`src/rtl/new_pe_unit_if.sv`:
```
// new_pe_unit data bus: weights, ifmap chain, and partial sums.
// Master drives the PE inputs; slave is the PE.
interface new_pe_unit_if;
  logic        en;
  logic [11:0] Filtr_in;
  logic [7:0]  Ifmap_shift_in;
  logic [13:0] Psum_in;
  logic [7:0]  Ifmap_shift_out;
  logic [13:0] Psum_out;

  modport master (
    output en, Filtr_in, Ifmap_shift_in, Psum_in,
    input  Ifmap_shift_out, Psum_out
  );

  modport slave (
    input  en, Filtr_in, Ifmap_shift_in, Psum_in,
    output Ifmap_shift_out, Psum_out
  );
endinterface

```
`src/rtl/new_pe_unit.sv`:
```
// 3-tap 1-D convolution PE: shifts ifmap, MACs with weights, adds upstream psum.
// Define NEW_PE_UNIT_PSUM_SAT_EN to saturate Psum_out instead of wrapping.
module new_pe_unit (
  input logic           clk,
  input logic           rst,
  new_pe_unit_if.slave  pe
);

  logic [7:0]  x0, x1, x2;
  logic [3:0]  w0, w1, w2;
  logic [11:0] p0, p1, p2;
  logic [13:0] tap_sum;
  logic [13:0] psum_nxt;
  logic [13:0] psum_q;

  assign w0 = pe.Filtr_in[3:0];
  assign w1 = pe.Filtr_in[7:4];
  assign w2 = pe.Filtr_in[11:8];

  // Products use the taps as they will be after this edge's shift.
  assign p0 = 12'(w0) * 12'(pe.Ifmap_shift_in);
  assign p1 = 12'(w1) * 12'(x0);
  assign p2 = 12'(w2) * 12'(x1);

  assign tap_sum = 14'(p0) + 14'(p1) + 14'(p2);

`ifdef NEW_PE_UNIT_PSUM_SAT_EN
  logic [14:0] full_sum;

  assign full_sum = 15'(pe.Psum_in) + 15'(tap_sum);

  always_comb begin
    psum_nxt = full_sum[13:0];
    if (full_sum[14])
      psum_nxt = 14'h3FFF;
  end
`else
  // Dropping the 15th bit is the modulo-2^14 wrap.
  always_comb begin
    psum_nxt = pe.Psum_in + tap_sum;
  end
`endif

  always_ff @(posedge clk) begin
    if (rst) begin
      x0     <= '0;
      x1     <= '0;
      x2     <= '0;
      psum_q <= '0;
    end else if (pe.en) begin
      x0     <= pe.Ifmap_shift_in;
      x1     <= x0;
      x2     <= x1;
      psum_q <= psum_nxt;
    end
  end

  assign pe.Ifmap_shift_out = x2;
  assign pe.Psum_out        = psum_q;

endmodule

```
`src/flat_wrapper.sv`:
```
// flat-port wrapper written by rule: the top's interface ports become plain ports
module new_pe_unit_flat 
  (clk, rst, pe_en, pe_Filtr_in, pe_Ifmap_shift_in, pe_Psum_in, pe_Ifmap_shift_out, pe_Psum_out);
  new_pe_unit_if pe_i ();
  input logic clk;
  input logic rst;
  input wire logic [$bits(pe_i.en)-1:0] pe_en;
  input wire logic [$bits(pe_i.Filtr_in)-1:0] pe_Filtr_in;
  input wire logic [$bits(pe_i.Ifmap_shift_in)-1:0] pe_Ifmap_shift_in;
  input wire logic [$bits(pe_i.Psum_in)-1:0] pe_Psum_in;
  output wire logic [$bits(pe_i.Ifmap_shift_out)-1:0] pe_Ifmap_shift_out;
  output wire logic [$bits(pe_i.Psum_out)-1:0] pe_Psum_out;
  assign pe_i.en = pe_en;
  assign pe_i.Filtr_in = pe_Filtr_in;
  assign pe_i.Ifmap_shift_in = pe_Ifmap_shift_in;
  assign pe_i.Psum_in = pe_Psum_in;
  assign pe_Ifmap_shift_out = pe_i.Ifmap_shift_out;
  assign pe_Psum_out = pe_i.Psum_out;
  new_pe_unit u_core (.clk(clk), .rst(rst), .pe(pe_i));
endmodule
```
`config.mk`:
```
export PLATFORM = sky130hd
export DESIGN_NAME = new_pe_unit_flat
export DESIGN_NICKNAME = d
export VERILOG_FILES = /design/src/rtl/new_pe_unit_if.sv /design/src/rtl/new_pe_unit.sv /design/src/flat_wrapper.sv
export SDC_FILE = /design/constraint.sdc
export NUM_CORES = 1
export LEC_CHECK = 0
export ABC_AREA = 1
export CORE_MARGIN = 2
export CORE_UTILIZATION = 45
export CTS_CLUSTER_SIZE = 24
export DETAILED_ROUTE_END_ITERATION = 10
export PLACE_DENSITY = 0.74
export SYNTH_ARGS = -nofsm -noshare
export SYNTH_HDL_FRONTEND = slang
export SYNTH_SLANG_ARGS = --single-unit
```
`constraint.sdc`:
```
create_clock -name clk -period 6.3 [get_ports clk]
set_input_delay 0.945 -clock clk [delete_from_list [all_inputs] [get_ports clk]]
set_output_delay 0.945 -clock clk [all_outputs]
set_load 0.02 [all_outputs]
```
-- Yosys cells after proc, flatten, opt, wreduce, memory -nomap -nowiden
Cells that the tools add are included.
- register bits: 38
- input bits: 37
- output and inout port bits: 22
- logic and storage cells: 10
- $add $sub $neg: 3
- $mul: 3
- operators by type and width (operator ; count):
    4-bit by 8-bit multiplier with 12-bit output ; 3
    14-bit by 12-bit adder with 14-bit output ; 1
    14-bit adder ; 1
    12-bit by 12-bit adder with 13-bit output ; 1

-- Depth between registers and ports, before layout
- depth after elaboration: 4
- gate-level depth with buffers: 33
- depth with buffers taken out: 32

-- Least setup slack after synthesis
No wires, ideal clock.
- path kind: input-to-reg
- from: input pe_Filtr_in[2]
- to: register u_core.psum_q[10], in the netlist u_core.pe.Psum_out[10]
- setup time: 0.109 ns
- data arrival time: 6.671 ns
- data required time: 6.191 ns
- path slack: -0.480 ns
- stages: 27
- buffers on the path: 1
- path through: clkbuf_1 > nand2_1 > fa_1 > inv_1 > fa_1 > fa_1 > inv_1 > fa_1 > inv_1 > ha_1 > nand2_1 > inv_1 > a21o_1 > a21oi_1 > xor2_1 > fa_1 > fa_1 > fa_1 > inv_1 > ha_1 > a21oi_2 > nor2_1 > nor2_1 > a21o_1 > nand3_1 > nand2_1 > inv_1
- word-level cells in the longest chain between the ends: 4
- ends and longest elaborated chain (item ; RTL line ; RTL):
    start, declared ; flat_wrapper.sv:8 ; input wire logic [$bits(pe_i.Filtr_in)-1:0] pe_Filtr_in;
    4-bit by 8-bit multiplier with 12-bit output ; new_pe_unit.sv:21 ; assign p0 = 12'(w0) * 12'(pe.Ifmap_shift_in);
    12-bit by 12-bit adder with 13-bit output ; new_pe_unit.sv:25 ; assign tap_sum = 14'(p0) + 14'(p1) + 14'(p2);
    14-bit by 12-bit adder with 14-bit output ; new_pe_unit.sv:25 ;
    14-bit adder ; new_pe_unit.sv:40 ; psum_nxt = pe.Psum_in + tap_sum;
    end signal, assigned ; new_pe_unit.sv:54 ; psum_q <= psum_nxt;
    end, declared ; new_pe_unit.sv:14 ; logic [13:0] psum_q;
No other way between the ends.
A chain may end at the register's enable or synchronous reset.

-- Worst setup path in the final report
- from: input pe_Filtr_in[4]
- to: register u_core.psum_q[9], in the netlist u_core.pe.Psum_out[9]
- word-level cells in the longest chain between the ends: 4
- ends and longest elaborated chain (item ; RTL line ; RTL):
    4-bit by 8-bit multiplier with 12-bit output ; new_pe_unit.sv:22 ; assign p1 = 12'(w1) * 12'(x0);
    12-bit by 12-bit adder with 13-bit output ; new_pe_unit.sv:25 ;
    14-bit by 12-bit adder with 14-bit output ; new_pe_unit.sv:25 ;
    14-bit adder ; new_pe_unit.sv:40 ;
No other way between the ends.

==> impl_results.md <==
- Hold EP: u_core.pe.Psum_out[0]$_SDFFE_PP0P_
- R2R depth: 25
- FFs w/ async S/R, synth: 0%
- Wire length per cell: approximately 13 um
- HP Start: u_core.pe.Psum_out[0]$_SDFFE_PP0P_
- Crit path capture type: flop
- Initial antenna violation count: 0
- Yosys warns: 0
- Internal reg-to-reg setup slack: about 0.14 ns
- Routability congestion estimate from global placement: ~0.9
- Part of the cycle the worst path needs: 102%
- Die area: approximately 13000 sq um
- Die Width: 113 um
- Post-synthesis cell type count: 29
- Syn_area_per_cell: slightly above 7 sq um
- Min Tclk post-route: approximately 6.5 ns
- Core Box Area: ~11000 sq um
- Clk buf depth: 2
- Starting Density: 46.3%
- Max Slew Vio Count: 0
- Vias per cell: 4.77
- Placed instance area: between 6000 and 7000 sq um
- Share of cells above drive strength 1: between 10% and 20%
- PwrDens: between 400 and 500 nW/um^2
- Critical Path AT: 6.65 ns
- First-pass DRT Iterations: 5
- Vias in the first global route: ~5000
- Worst hold path depth: 2
- Rows: 39
- Post-Layout Inst Area: 7080 sq um
- Slew HR: between 20 and 30%
- Run status: complete, but fails checks
- Port bufs: 58
- Tot GR Track Use: 21.8%
- Post-synth EDFFs: 0
- Worst Tran Pin Value: 1.05 ns
- Clock skew: approximately 0.0068 ns
- Sink Count: 38
- Post-route DRC violation count: 0
- H-Tree Depth: 2
- Leakage power: roughly 0.0039 uW
- Global-route wire length before repair: 22500 um
- Half-perimeter wire length after placement: around 10000 um
- First DRT Iteration DRCs: 305
- CTS root buf: clkbuf_16
- CP max stage delay: around 0.56 ns
- Sequential area share after synthesis: between 10% and 20%
- Final Hold Vio Count: 0
- Reg2reg end: u_core.pe.Psum_out[9]$_SDFFE_PP0P_
- Skew-Pair Late Insertion Delay: 0.29 ns
- Post-synth top cells: nand2_1, inv_1, fa_1
- Most common cell in the netlist: nand2_1
- Syn_nets: 907
- Largest net degree at the start of global routing: 48
- Post-DRT Antenna Nets: 0
- Yosys reg bits: 38
- Ports: about 60
- Setup crit start kind: input pin
- Unrepaired setup endpoints after global routing: true
- Delay-heaviest family, CP: adder cells
- Synth top area share: between 20% and 30%
- Cells after synthesis: 748
- Via count: approximately 4700
- Buf+Inv Stages, Crit Path: 8
- Yosys top cell by area: fa_1
- Crit path required time: 6.49 ns
- Hold Buf Count CTS: 0
- Post-synth top flop: dfxtp_1
- Final WS setup: -0.152 ns
- Hold Path Class: reg2reg
- Nets: roughly 1000
- Setup violations, final: 7
- Area Overhead vs Synth: 33.5%
- Max-Cap Viols: 0
- Ant diodes: 0
- Max VDD drop: between 0.0004 and 0.0005 V
- Remaining global-route overflow: 0
- CTS tree: done
- Total CTS buffers: 5
- Most used cell, CP: fa_1
- Reg-to-reg startpoint: u_core.x0[4]$_SDFFE_PP0P_
- Leading post-synthesis cells by cell area: fa_1, nand2_1, inv_1
- Clk slew on worst S/H paths: approximately 0.06 ns
- Failing checks: negative setup slack
- Fmax: 155 MHz
- WL final: roughly 13000 um
- Worst Setup SP: pe_Filtr_in[4]
- Die height: 113 um
- Syn Std Cell Area: around 5300 sq um
- Crit Path Category: in2reg
- Crit-path max FO: 6
- Slowest stage cell on the critical path: fa_2
- DP Worst Slack: -1.06 ns
sequential cells by signal (all words and copies together) (netlist names):
name                       cells
u_core.pe.Psum_out            14
u_core.x0                      8
u_core.x1                      8
u_core.pe.Ifmap_shift_out      8
placed cells by master, fill, tap and decap left out, types with 2 or more instances in the layout:
cell type / synthesis / final
o21ai_1: 1 / 4
fa_2: 0 / 5
a21oi_1: 35 / 29
a21o_1: 5 / 5
nand3_4: 0 / 2
nand2_1: 221 / 192
a31oi_1: 2 / 2
inv_1: 212 / 197
clkbuf_16: 0 / 5
xor2_1: 8 / 7
inv_2: 1 / 16
o21bai_4: 0 / 2
a21oi_2: 1 / 5
nand2_2: 1 / 21
nand2_4: 0 / 9
nand3_2: 2 / 4
buf_6: 1 / 3
nor2_1: 32 / 28
buf_4: 0 / 64
nor2_4: 0 / 3
buf_2: 5 / 2
o21ai_0: 5 / 2
nor2_2: 1 / 2
nand3_1: 20 / 16
bufinv_16: 0 / 2
a21oi_4: 0 / 2
nand4_1: 4 / 4
xnor2_1: 5 / 4
ha_4: 0 / 13
dlygate4sd2_1: 0 / 4
ha_1: 47 / 34
buf_12: 0 / 3
clkdlybuf4s50_1: 0 / 42
dfxtp_1: 38 / 38
fa_1: 75 / 70
layer usage:
layer / track usage, % / routed length, um
met4: 6.02 / 280
met1: 29.4 / 5750
met5: 0 / 0
met2: 37.2 / 6250
met3: 2.32 / 571
final cells by class:
cell class | instances | area (sq um)
Timing Repair Buffer | 120 | 1070
Clock buffer | 5 | 125
Clock inverter | 3 | 68.8
Sequential cell | 38 | 761
Fill cell | 950 | 4380
Multi-Input combinational cell | 473 | 4080
Inverter | 213 | 800
Tap cell | 143 | 179
timing repair:
item / in CTS / in global routing
resized for setup: 136 / 15
buffers inserted: 8 / 0
endpoints found under the setup margin: 11 / 10
pin swaps: 83 / 29
kinds of logic after synthesis:
logic type	synth area share [%]
xor+xnor	2.15
compound gates	5.78
fa+ha+maj	39.4
simple gates	21.3
buf+inv	17.0
flops	14.3
where the power goes:
group / internal, uW / switching (uW)
clock network: 228 / 115
registers: 276 / 23.0
logic: 1320 / 1560
total: 1820 / 1700
worst min-delay path, cell delays in order, from the launching register on:
cell     delay, ns
dfxtp_1       0.31
nand2_1       0.06
a21oi_1       0.05
worst max-delay path by stage:
| stage | endpoint | slack, ns | cells after the start |
|---|---|---|---|
| 4_1_cts | u_core.pe.Psum_out[9]$_SDFFE_PP0P_ | -0.14 | 29 |
| 3_3_place_gp | u_core.pe.Psum_out[9]$_SDFFE_PP0P_ | -0.96 | 29 |
| 3_5_place_dp | u_core.pe.Psum_out[12]$_SDFFE_PP0P_ | -1.06 | 26 |
| 6_report | u_core.pe.Psum_out[9]$_SDFFE_PP0P_ | -0.15 | 28 |
| 2_1_floorplan | u_core.pe.Psum_out[10]$_SDFFE_PP0P_ | -0.17 | 26 |
| 5_1_grt | u_core.pe.Psum_out[9]$_SDFFE_PP0P_ | -0.42 | 28 |
through the flow:
step	util [%]	std cells	hold WS (ns)	setup TNS [ns]	power, uW
detailed placement	57.1	979	0.451	-10.05	2680
global placement	57.1	979	0.448	-9.07	2640
floorplan	-	748	0.487	-0.868	2020
CTS	61.3	995	0.461	-0.577	3440
finish	61.8	995	0.460	-0.782	3520
global route	61.8	995	0.475	-3.03	3850
No activity file was read; power rests on OpenSTA's default activity.
